$ cat src/rtl/div_1_if.sv
// Division request/result bundle: the requester drives start/Q/B,
// the divider drives the registered results and status flags.
interface div_1_if #(
    parameter int unsigned WIDTH = 8
);
    logic             start;
    logic [WIDTH-1:0] Q;
    logic [WIDTH-1:0] B;
    logic [WIDTH-1:0] quotient;
    logic [WIDTH-1:0] remainder;
    logic             busy;
    logic             done;
    logic             div_by_zero;

    modport master (
        output start, Q, B,
        input  quotient, remainder, busy, done, div_by_zero
    );

    modport slave (
        input  start, Q, B,
        output quotient, remainder, busy, done, div_by_zero
    );
endinterface

$ cat src/rtl/div_1.sv
// Unsigned restoring divider: one quotient bit per clock, MSB first.
// A start accepted on edge k completes on edge k+WIDTH with a one-cycle done pulse.
module div_1 #(
    parameter int unsigned WIDTH = 8
) (
    input  logic    clk,
    input  logic    rst,
    div_1_if.slave  bus
);
    localparam int unsigned CW = $clog2(WIDTH + 1);

    typedef enum logic [0:0] {StIdle, StCalc} state_t;

    state_t           state;
    logic [WIDTH-1:0] dvd;      // dividend shifting out, quotient bits shifting in
    logic [WIDTH-1:0] dvs;      // latched divisor
    logic [WIDTH-1:0] prem;     // partial remainder
    logic [CW-1:0]    cnt;      // iterations left
    logic [WIDTH-1:0] quo_q;
    logic [WIDTH-1:0] rem_q;
    logic             busy_q;
    logic             done_q;
    logic             dbz_q;

    logic [WIDTH:0]   shifted;
    logic [WIDTH:0]   diff;
    logic             fits;
    logic [WIDTH-1:0] next_rem;
    logic [WIDTH-1:0] next_quo;

    // One restoring step: shift in the next dividend bit, trial-subtract the divisor.
    always_comb begin
        shifted = {prem, dvd[WIDTH-1]};
        diff    = shifted - {1'b0, dvs};
        // Divisor is below 2^WIDTH, so a set top bit always fits; otherwise the
        // difference top bit is the borrow.
        fits     = shifted[WIDTH] | ~diff[WIDTH];
        next_rem = fits ? diff[WIDTH-1:0] : shifted[WIDTH-1:0];
        next_quo = {dvd[WIDTH-2:0], fits};
    end

    // Control FSM, datapath registers and registered outputs.
    always_ff @(posedge clk) begin
        if (rst) begin
            state  <= StIdle;
            dvd    <= '0;
            dvs    <= '0;
            prem   <= '0;
            cnt    <= '0;
            quo_q  <= '0;
            rem_q  <= '0;
            busy_q <= 1'b0;
            done_q <= 1'b0;
            dbz_q  <= 1'b0;
        end else begin
            unique case (state)
                StIdle: begin
                    done_q <= 1'b0;
                    if (bus.start) begin
                        dvd    <= bus.Q;
                        dvs    <= bus.B;
                        prem   <= '0;
                        cnt    <= CW'(WIDTH);
                        busy_q <= 1'b1;
                        state  <= StCalc;
                    end
                end
                StCalc: begin
                    dvd  <= next_quo;
                    prem <= next_rem;
                    cnt  <= cnt - 1'b1;
                    // With B == 0 every trial fits, giving all-ones and remainder = Q.
                    if (cnt == CW'(1)) begin
                        quo_q  <= next_quo;
                        rem_q  <= next_rem;
                        dbz_q  <= (dvs == '0);
                        done_q <= 1'b1;
                        busy_q <= 1'b0;
                        state  <= StIdle;
                    end
                end
                default: state <= StIdle;
            endcase
        end
    end

    assign bus.quotient    = quo_q;
    assign bus.remainder   = rem_q;
    assign bus.busy        = busy_q;
    assign bus.done        = done_q;
    assign bus.div_by_zero = dbz_q;
endmodule

$ cat src/flat_wrapper.sv
// flat-port wrapper written by rule: the top's interface ports become plain ports
module div_1_flat 
#(
    parameter int unsigned WIDTH = 8
)
  (clk, rst, bus_start, bus_Q, bus_B, bus_quotient, bus_remainder, bus_busy, bus_done, bus_div_by_zero);
  div_1_if #(.WIDTH(WIDTH)) bus_i ();
  input  logic clk;
  input  logic rst;
  input wire logic [$bits(bus_i.start)-1:0] bus_start;
  input wire logic [$bits(bus_i.Q)-1:0] bus_Q;
  input wire logic [$bits(bus_i.B)-1:0] bus_B;
  output wire logic [$bits(bus_i.quotient)-1:0] bus_quotient;
  output wire logic [$bits(bus_i.remainder)-1:0] bus_remainder;
  output wire logic [$bits(bus_i.busy)-1:0] bus_busy;
  output wire logic [$bits(bus_i.done)-1:0] bus_done;
  output wire logic [$bits(bus_i.div_by_zero)-1:0] bus_div_by_zero;
  assign bus_i.start = bus_start;
  assign bus_i.Q = bus_Q;
  assign bus_i.B = bus_B;
  assign bus_quotient = bus_i.quotient;
  assign bus_remainder = bus_i.remainder;
  assign bus_busy = bus_i.busy;
  assign bus_done = bus_i.done;
  assign bus_div_by_zero = bus_i.div_by_zero;
  div_1 #(.WIDTH(WIDTH)) u_core (.clk(clk), .rst(rst), .bus(bus_i));
endmodule
$ cat config.mk
export PLATFORM = sky130hd
export DESIGN_NAME = div_1_flat
export DESIGN_NICKNAME = d
export VERILOG_FILES = /design/src/rtl/div_1_if.sv /design/src/rtl/div_1.sv /design/src/flat_wrapper.sv
export SDC_FILE = /design/constraint.sdc
export NUM_CORES = 1
export LEC_CHECK = 0
export ABC_AREA = 1
export CORE_MARGIN = 5
export CORE_UTILIZATION = 35
export CTS_BUF_LIST = sky130_fd_sc_hd__clkbuf_2
export CTS_CLUSTER_DIAMETER = 40
export DETAILED_ROUTE_END_ITERATION = 8
export GPL_ROUTABILITY_DRIVEN = 1
export HOLD_SLACK_MARGIN = 0.08
export PLACE_DENSITY = 0.61
export SLEW_MARGIN = 5
export SYNTH_ARGS = -nofsm -noshare
export SYNTH_HDL_FRONTEND = slang
export SYNTH_SLANG_ARGS = --single-unit
$ cat constraint.sdc
create_clock -name clk -period 1.71 [get_ports clk]
set_clock_uncertainty 0.1 [all_clocks]
set_input_delay 0.342 -clock clk [delete_from_list [all_inputs] [get_ports clk]]
set_output_delay 0.342 -clock clk [all_outputs]
set_load 0.05 [all_outputs]
==> metrics.txt <==
Iter 0 DRT Violations 67; vias in the first global route 2233; main area contributors after synthesis dfxtp_1 41%, nand2_1 17%, inv_1 7.5%; Final Hold Vio Count 0; gpl congestion 0.868; Slew @ Worst Pin 333 ps; Leak 1.52 nW; hold_ws 366 ps; RSZ-0062 raised after global routing yes; Max Fanout on Critical Path 2; Mapped Nets 346; most frequent cells after synthesis 108 x nand2_1, 48 x dfxtp_1, 47 x inv_1; Final period util 1.05; area leader, netlist dfxtp_1; Slew Limit Headroom 0.776; final wirelength 5.58 mm; Die Y-Extent 92.1 um; Crit. End Element register; area share of the largest cell type after synthesis 0.407; antenna-violating nets left 0; Post-Syn Instances 316; GRT Total Usage 0.137; Final Setup Violations 17; dpl cell area 3050 um2; CTS root buf clkbuf_2; initial antenna violation count 0; Clock Sinks 48; H-tree Lvls 2; most used flip-flop cell after synthesis dfxtp_1; outcome complete, but fails checks; critical path, cell by cell inv_2 -> ha_4 -> inv_2 -> fa_2 -> nand2_2 -> nand2_4 -> buf_6 -> nand3b_1 -> nand2_1 -> nand2_1 -> nand3_2 -> nand2_2 -> nand2_1 -> nand2_1; post-route minimum period 1800 ps; max-cap violations 0; Port-buffer cells 37; io pins 38; Avg Inst Size Synth 7.47 um2; Slowest-stage cell, CP dfxtp_2; Post-Synthesis Cell Area 2360 um2; GR Overflow Total 0; violated checks negative setup slack; total power 0.00314 W; DRC viols 0; Fmax 0.555 GHz; Die ar. 8480 um2; pwr dens 994 nW/um2; most frequent cell after synthesis nand2_1; share of layout cells above drive strength 1 0.270; Final WS setup -93.0 ps; vias post-DR 2170; diodes inserted 0; maximum vdd ir drop 531 uV; crit-path most repeated cell nand2_1; EDFF count, synth 0; starting density of the core 0.353; CTS max path bufs 2; post-route cell area 3160 um2; FP Rows 30; Worst EP arrival 2080 ps; Routed WL per cell 11.8 um; HP Class register to register; area of the core 6680 um2; FF+latch count, synth 48; largest net degree at the start of global routing 18; Fillers 703; clock buffer count from CTS 5; CTS tree done; WS Path Type register to register; crit start category register; Clock transition at path regs 260 ps; Yosys cell types 34; fin. max-slew vios 0; first-pass GRT wire length 9.66 mm; Post-synth ARST share 0; Final #Nets 422; CP max stage delay 390 ps; Vias/cell 4.59; YS warnings 0; Seq/Total Area, Yosys 0.407; dpl hpwl 4.30 mm; TritonRoute pass-1 iters 4; hold_buf cts 0; Die W 92.1 um; area delta synth->final 33.9%; Clock Latency Late Sink 410 ps; Req. time, crit path 1990 ps
==> cell usage in the layout, fill, tap and decap left out, drive strengths merged, types with 4 or more instances in the layout <==
master and n:
clkbuf 5, nand4 4, clkdlybuf4s50 18, o21ai 25
ha 10, nor2 15, inv 53, nand3 17
a21oi 11, dfxtp 48, nand2 112, buf 55
==> repair_timing <==
| item | 4_1_cts | 5_1_grt |
|---|---|---|
| cloned | 1 | 0 |
| setup endpoints to repair | 18 | 20 |
| buffers inserted | 0 | 1 |
| pin swaps | 6 | 3 |
| gates resized for setup | 8 | 7 |
==> cell type report <==
| type | count | area (um2) | share of cell area |
|---|---|---|---|
| clock buffer | 5 | 25.0 | 0.00792 |
| clock inverter | 3 | 17.5 | 0.00554 |
| inverter | 52 | 200 | 0.0634 |
| multi-input combinational | 212 | 1230 | 0.389 |
| sequential | 48 | 966 | 0.306 |
| tap | 80 | 100 | 0.0317 |
| timing repair buffer | 73 | 622 | 0.197 |
==> logic make-up (layout without fill, tap and decap cells) <==
kind of cell,count (synthesis),in the layout,share of synthesized area
DFF,48,48,0.407
and+or+nand+nor,152,153,0.301
buffers and inverters,57,133,0.101
adders and majority gates,11,11,0.0615
AOI/OAI and AO/OA,45,45,0.118
xor gates and xnor gates,3,3,0.0111
==> metal layers <==
layer | global-route usage | wire, um | vias up
li1 | - | - | 1158
met1 | 0.161 | 2440 | 966
met2 | 0.262 | 2880 | 40
met3 | 0.0221 | 196 | 6
met4 | 0.0248 | 60 | 0
met5 | 0 | 0 | -
==> through the flow <==
stage / util / setup slack (ps) / setup TNS, ps / cells
finish: 0.473 / -93.0 / -955 / 473
global route: 0.473 / -228 / -2970 / 473
CTS: 0.469 / -110 / -1250 / 472
detailed placement: 0.456 / -143 / -2020 / 463
global placement: 0.456 / -81.5 / -1150 / 463
floorplan: - / -78.3 / -1140 / 316
==> state kept, by name, summed over array words and instances, names as in the netlist <==
| register | flops |
|---|---|
| u_core.state | 1 |
| u_core.cnt | 4 |
| u_core.bus.remainder | 8 |
| u_core.dvs | 8 |
| u_core.bus.done | 1 |
| u_core.dvd | 8 |
| u_core.bus.div_by_zero | 1 |
| u_core.prem | 8 |
| u_core.bus.quotient | 8 |
| u_core.bus.busy | 1 |
==> critical path, delay by kind of cell, from the launching register on <==
| family | cells | cell delay [ps] |
|---|---|---|
| fa+ha+maj | 2 | 460 |
| buf+inv | 3 | 200 |
| flops | 1 | 390 |
| simple gates | 9 | 610 |
==> power by group <==
part | internal (W) | switching, W
clock | 0.000101 | 0.000391
sequential | 0.00120 | 0.0000575
combinational | 0.000586 | 0.000801
==> final timing paths <==
kind | from | to | slack [ps] | cells past startpoint
setup / recovery | u_core.dvd[7]$_SDFFE_PP0P_ | u_core.prem[6]$_SDFFE_PP0P_ | -90 | 14
hold / removal | u_core.cnt[2]$_SDFFE_PP0P_ | u_core.cnt[2]$_SDFFE_PP0P_ | 370 | 1
setup reg to reg | u_core.dvd[7]$_SDFFE_PP0P_ | u_core.prem[6]$_SDFFE_PP0P_ | -90 | 14
hold reg to reg | u_core.cnt[2]$_SDFFE_PP0P_ | u_core.cnt[2]$_SDFFE_PP0P_ | 370 | 1
Note: power is estimated with default switching activity, not from simulation.
